==> config.mk <==
export PLATFORM = sky130hd
export DESIGN_NAME = decoder_scan_sequencer
export DESIGN_NICKNAME = d
export VERILOG_FILES = /design/src/rtl/decoder_scan_sequencer.sv
export SDC_FILE = /design/constraint.sdc
export NUM_CORES = 1
export LEC_CHECK = 0
export ABC_AREA = 1
export BUFFER_PORTS_ARGS = -buffer_cell sky130_fd_sc_hd__buf_2
export CAP_MARGIN = 10
export CELL_PAD_IN_SITES_DETAIL_PLACEMENT = 2
export CELL_PAD_IN_SITES_GLOBAL_PLACEMENT = 2
export CORE_ASPECT_RATIO = 1.1
export CORE_MARGIN = 1
export CORE_UTILIZATION = 33
export CTS_CLUSTER_DIAMETER = 200
export DETAILED_ROUTE_END_ITERATION = 8
export PLACE_DENSITY = 0.88
export SETUP_SLACK_MARGIN = 0.2
export SYNTH_ARGS = -nofsm -noshare
export SYNTH_HDL_FRONTEND = slang
export SYNTH_SLANG_ARGS = --single-unit
==> constraint.sdc <==
create_clock -name clk -period 4.17 [get_ports clk]
set_input_delay 0.2085 -clock clk [delete_from_list [all_inputs] [get_ports clk]]
set_output_delay 0.2085 -clock clk [all_outputs]
set_load 0.02 [all_outputs]
==> src/rtl/decoder_scan_sequencer.sv <==
// Scan sequencer driving a 2-to-4 decoder: steps sel through enabled positions
// with DWELL cycles of en high followed by BLANK cycles of en low.
module decoder_scan_sequencer #(
  parameter int DWELL = 8,
  parameter int BLANK = 2
) (
  input  logic       clk,
  input  logic       rst_n,
  input  logic       run,
  input  logic       start,
  input  logic [3:0] mask,
  output logic [1:0] sel,
  output logic       en,
  output logic       busy,
  output logic       sweep_done
);

  localparam int CMAX = (DWELL > BLANK) ? DWELL : BLANK;
  localparam int CW   = (CMAX > 2) ? $clog2(CMAX) : 1;
  localparam logic [3:0] ABOVE_BASE = 4'b1110;

  typedef enum logic [1:0] {S_IDLE, S_DWELL, S_BLANK} state_t;

  state_t          state_q, state_d;
  logic [CW-1:0]   cnt_q, cnt_d;
  logic [1:0]      sel_q, sel_d;
  logic            en_q, en_d;
  logic            busy_q, busy_d;
  logic            done_q, done_d;
  logic [2:0]      lo, nxt;
  logic            adv;

  // {found, index} of the lowest set bit
  function automatic logic [2:0] first_set(input logic [3:0] m);
    first_set = '0;
    for (int i = 3; i >= 0; i--)
      if (m[i]) first_set = {1'b1, 2'(i)};
  endfunction

  always_comb begin
    state_d = state_q;
    cnt_d   = cnt_q;
    sel_d   = sel_q;
    en_d    = en_q;
    busy_d  = busy_q;
    done_d  = 1'b0;
    adv     = 1'b0;
    lo      = first_set(mask);
    nxt     = first_set(mask & (ABOVE_BASE << sel_q));
    case (state_q)
      S_IDLE: begin
        en_d   = 1'b0;
        busy_d = 1'b0;
        if ((run || start) && lo[2]) begin
          state_d = S_DWELL;
          sel_d   = lo[1:0];
          cnt_d   = '0;
          en_d    = 1'b1;
          busy_d  = 1'b1;
        end
      end
      S_DWELL: begin
        if (cnt_q == CW'(DWELL - 1)) begin
          if (BLANK > 0) begin
            state_d = S_BLANK;
            cnt_d   = '0;
            en_d    = 1'b0;
          end else begin
            adv = 1'b1;
          end
        end else begin
          cnt_d = cnt_q + CW'(1);
        end
      end
      S_BLANK: begin
        if (cnt_q == CW'(BLANK - 1)) adv = 1'b1;
        else cnt_d = cnt_q + CW'(1);
      end
      default: state_d = S_IDLE;
    endcase

    // Advance samples mask now; a cleared bit only matters from here on.
    if (adv) begin
      cnt_d = '0;
      if (nxt[2]) begin
        sel_d   = nxt[1:0];
        state_d = S_DWELL;
        en_d    = 1'b1;
        busy_d  = 1'b1;
      end else begin
        done_d = 1'b1;
        if (run && lo[2]) begin
          sel_d   = lo[1:0];
          state_d = S_DWELL;
          en_d    = 1'b1;
          busy_d  = 1'b1;
        end else begin
          state_d = S_IDLE;
          en_d    = 1'b0;
          busy_d  = 1'b0;
        end
      end
    end
  end

  always_ff @(posedge clk or negedge rst_n) begin
    if (!rst_n) begin
      state_q <= S_IDLE;
      cnt_q   <= '0;
      sel_q   <= '0;
      en_q    <= 1'b0;
      busy_q  <= 1'b0;
      done_q  <= 1'b0;
    end else begin
      state_q <= state_d;
      cnt_q   <= cnt_d;
      sel_q   <= sel_d;
      en_q    <= en_d;
      busy_q  <= busy_d;
      done_q  <= done_d;
    end
  end

  assign sel        = sel_q;
  assign en         = en_q;
  assign busy       = busy_q;
  assign sweep_done = done_q;

endmodule
==> flow_summary_export.csv <==
group,metric,value,unit
outcome,status,"finished, final reports clean",
setup_path,crit_slowest_cell,"dfrtp_1",
logic_synthesis,yosysTopAreaCellShare,32.2,%
grt,antenna_found_initial,0,
logic_synthesis,syn-num-nets,122,
sta,finalCritPeriodShare,40.9,%
sta,tns,0,ps
die,die-area,0.00256,sq mm
detailed_routing,avgRoutedWirePerCell,14.3,um
clock_tree,insertion_delay,270,ps
grt,grt_overflow,0,
finish,multiInputGateArea,462,sq um
detailed_routing,drtAntennaViolNets,0,
sta,fmax,587,MHz
power,p_leak,0.000477,uW
logic_synthesis,synth.distinct_cells,19,
sta,min_period,1700,ps
setup_path,crit_chain,"inv_1, ha_1, nand3_4, inv_4, or2_4, o21ai_2, inv_1, nor2_1, a21oi_1",
finish,stdcell_area,908,sq um
grt,track_usage,19.2,%
power,p_per_area,667,mW/mm^2
die,row_count,18,
job,cap_violations,0,
setup_path,cp_slowest_stage_delay,430,ps
setup_path,startpoint_type,"register",
clock_tree,cts_buffer_depth,2,
detailed_routing,drcViolationCount,0,
finish,fillCellCount,268,
die,core_region_area,0.00223,sq mm
sta,relSlewSlack,79.9,%
sta,fin_skew,0.663,ps
logic_synthesis,avgSynthCellArea,7.41,sq um
power,vdd_ir_drop_max,0.328,mV
placement,dp_hpwl,1830,um
clock_tree,cts_tree,"done",
setup_path,path_class,"register to register",
logic_synthesis,synth_area_leader_cell,"dfrtp_1",
logic_synthesis,netlist_area,778,sq um
finish,antenna_cells,0,
sta,rsz0062_at_grt,"no",
sta,worst_pin_slew,301,ps
setup_path,r2r_start,"state_q[0]$_DFFE_PN0P_",
setup_path,critical_path_required,4320,ps
setup_path,critical_path_cell_count,9,
placement,portBuffers,12,
setup_path,reg2reg_slack,2470,ps
finish,seqCellArea,250,sq um
detailed_routing,viasPerCell,4.88,
logic_synthesis,synth-warning-count,0,
setup_path,cp-end-kind,"register",
setup_path,critPathArrivalTime,1850,ps
clock_tree,cts_sinks,10,
setup_path,critPathCapture,"en$_DFFE_PN0P_",
die,io_pins,13,
setup_path,crit_buf_inv,3,
clock_tree,post_cts.repair.setup_buffers,0,
detailed_routing,drt_first_iter_violations,1,
setup_path,reg2regPathDepth,9,
clock_tree,ctsHoldBuffers,1,
logic_synthesis,yosysSeqAreaShare,32.2,%
die,die_y,52.9,um
detailed_routing,wl,2170,um
sta,setup_violations,0,
detailed_routing,via_count,737,
setup_path,critPathTopFamily,"simple AND/OR/NAND/NOR gates",
grt,grt_max_degree,11,
finish,drive_gt1_share,19.8,%
setup_path,crit_path_start,"state_q[0]$_DFFE_PN0P_",
setup_path,crit_fanout,7,
setup_path,crit_top_cell,"inv_1",
placement,dpl_cell_area,876,sq um
logic_synthesis,synth.area.top_cells,"dfrtp_1 32%, ha_1 14%, nand2_1 12%, inv_1 7.2%, nor2_1 6.8%",
worst_hold_path,worst_hold_path_type,"input port to register",
logic_synthesis,ys_ff_latch,10,
placement,dp_slack,2470,ps
die,die_w,48.3,um
logic_synthesis,syn_inst,105,
power,total_power,606,uW
grt,grt_pass1_vias,808,
grt,grt_first_pass_wirelength,3550,um
setup_path,reg2reg_to,"en$_DFFE_PN0P_",
sta,setup_ws,2470,ps
clock_tree,cts_buffers,3,
detailed_routing,first_pass_iters,3,
clock_tree,root_buffer,"clkbuf_4",
clock_tree,h-tree-depth,1,
die,initial_core_util,34.9,%
clock_tree,ctsResizeCount,0,
sta,hold_viol,0,
finish,syn2layout_area_growth,16.7,%
clock_tree,clk_pin_slew,70,ps
placement,place.gp.congestion,0.801,
sta,slew_violations,0,
finish,layout.nets,140,
-- how the worst min path moves through the flow --
stage	end	cells past startpoint	start
4_1_cts	sel[0]$_DFF_PN0_	4	mask[2]
6_report	sel[0]$_DFF_PN0_	4	mask[2]
3_5_place_dp	busy$_DFFE_PN0P_	1	rst_n
2_1_floorplan	busy$_DFFE_PN0P_	0	rst_n
3_3_place_gp	cnt_q[2]$_DFFE_PN0P_	1	rst_n
5_1_grt	en$_DFFE_PN0P_	2	rst_n
-- synthesized netlist by cell type, drive strengths merged --
master	n
nand2	24
inv	17
nor2	14
a21oi	10
dfrtp	10
ha	9
o21ai	9
nand3	4
nor3	3
o21a	2
or2	2
nand3b	1
-- cells by family (layout without fill, tap and decap cells) --
kind of cell	after synthesis	after routing	synth area share [%]
AO/OA/AOI/OAI	21	21	17.5
AND/OR/NAND/NOR	48	48	27.3
flip-flops	10	10	32.2
buffers and inverters	17	33	8.52
adder cells (fa/ha/maj)	9	9	14.5
-- cells in the final DEF, fill, tap and decap left out --
cell	netlist	final
dfrtp_1	10	10
inv_1	15	15
or2_4	1	1
or2_1	1	1
nand3_1	3	3
nand3_4	1	1
ha_1	9	9
inv_2	1	1
clkbuf_4	0	3
a21oi_1	8	8
nand3b_1	1	1
inv_4	1	1
nand2_1	24	24
a21oi_2	1	1
a21oi_4	1	1
nor2_1	14	14
buf_2	0	12
o21ai_2	3	3
o21a_1	2	2
dlygate4sd3_1	0	1
nor3_1	3	3
o21ai_0	6	6
-- layout make-up --
cell class	instances	area share (%)
Sequential cell	10	27.5
Inverter	17	7.30
Clock buffer	3	2.48
Multi-Input combinational cell	78	50.8
Tap cell	30	4.13
Timing Repair Buffer	13	7.71
-- per-layer routing --
metal	global-route usage [%]	part of all wire [%]	vias to the layer above
li1	-	-	366
met1	22.0	46	357
met2	35.2	50	9
met3	2.59	1.9	5
met4	10.3	1.9	0
met5	0	0	-
-- state kept, by name, indices dropped and copies added, names as in the netlist --
register and count:
cnt_q 3, busy 1, en 1, sel 2, state_q 2, sweep_done 1
-- stage by stage --
step	hold WS, ps	util (%)	instances
after global placement	85.6	39.3	147
final	301	40.7	151
after global routing	335	40.7	151
after CTS	296	40.7	151
after floorplan	-87.1	-	105
after detailed placement	94.2	39.3	147
-- worst reg2reg max path, cell delays in order (launching register included) --
cell and delay [ps]:
dfrtp_1 430, inv_1 110, ha_1 280, nand3_4 160
inv_4 60, or2_4 230, o21ai_2 120, inv_1 50
nor2_1 80, a21oi_1 50
-- power by group --
group	switching [uW]	total (uW)	internal (uW)
clock network	37.5	71.0	33.5
logic	233	368	135
registers	31.1	167	136
No activity file was read; power rests on OpenSTA's default activity.
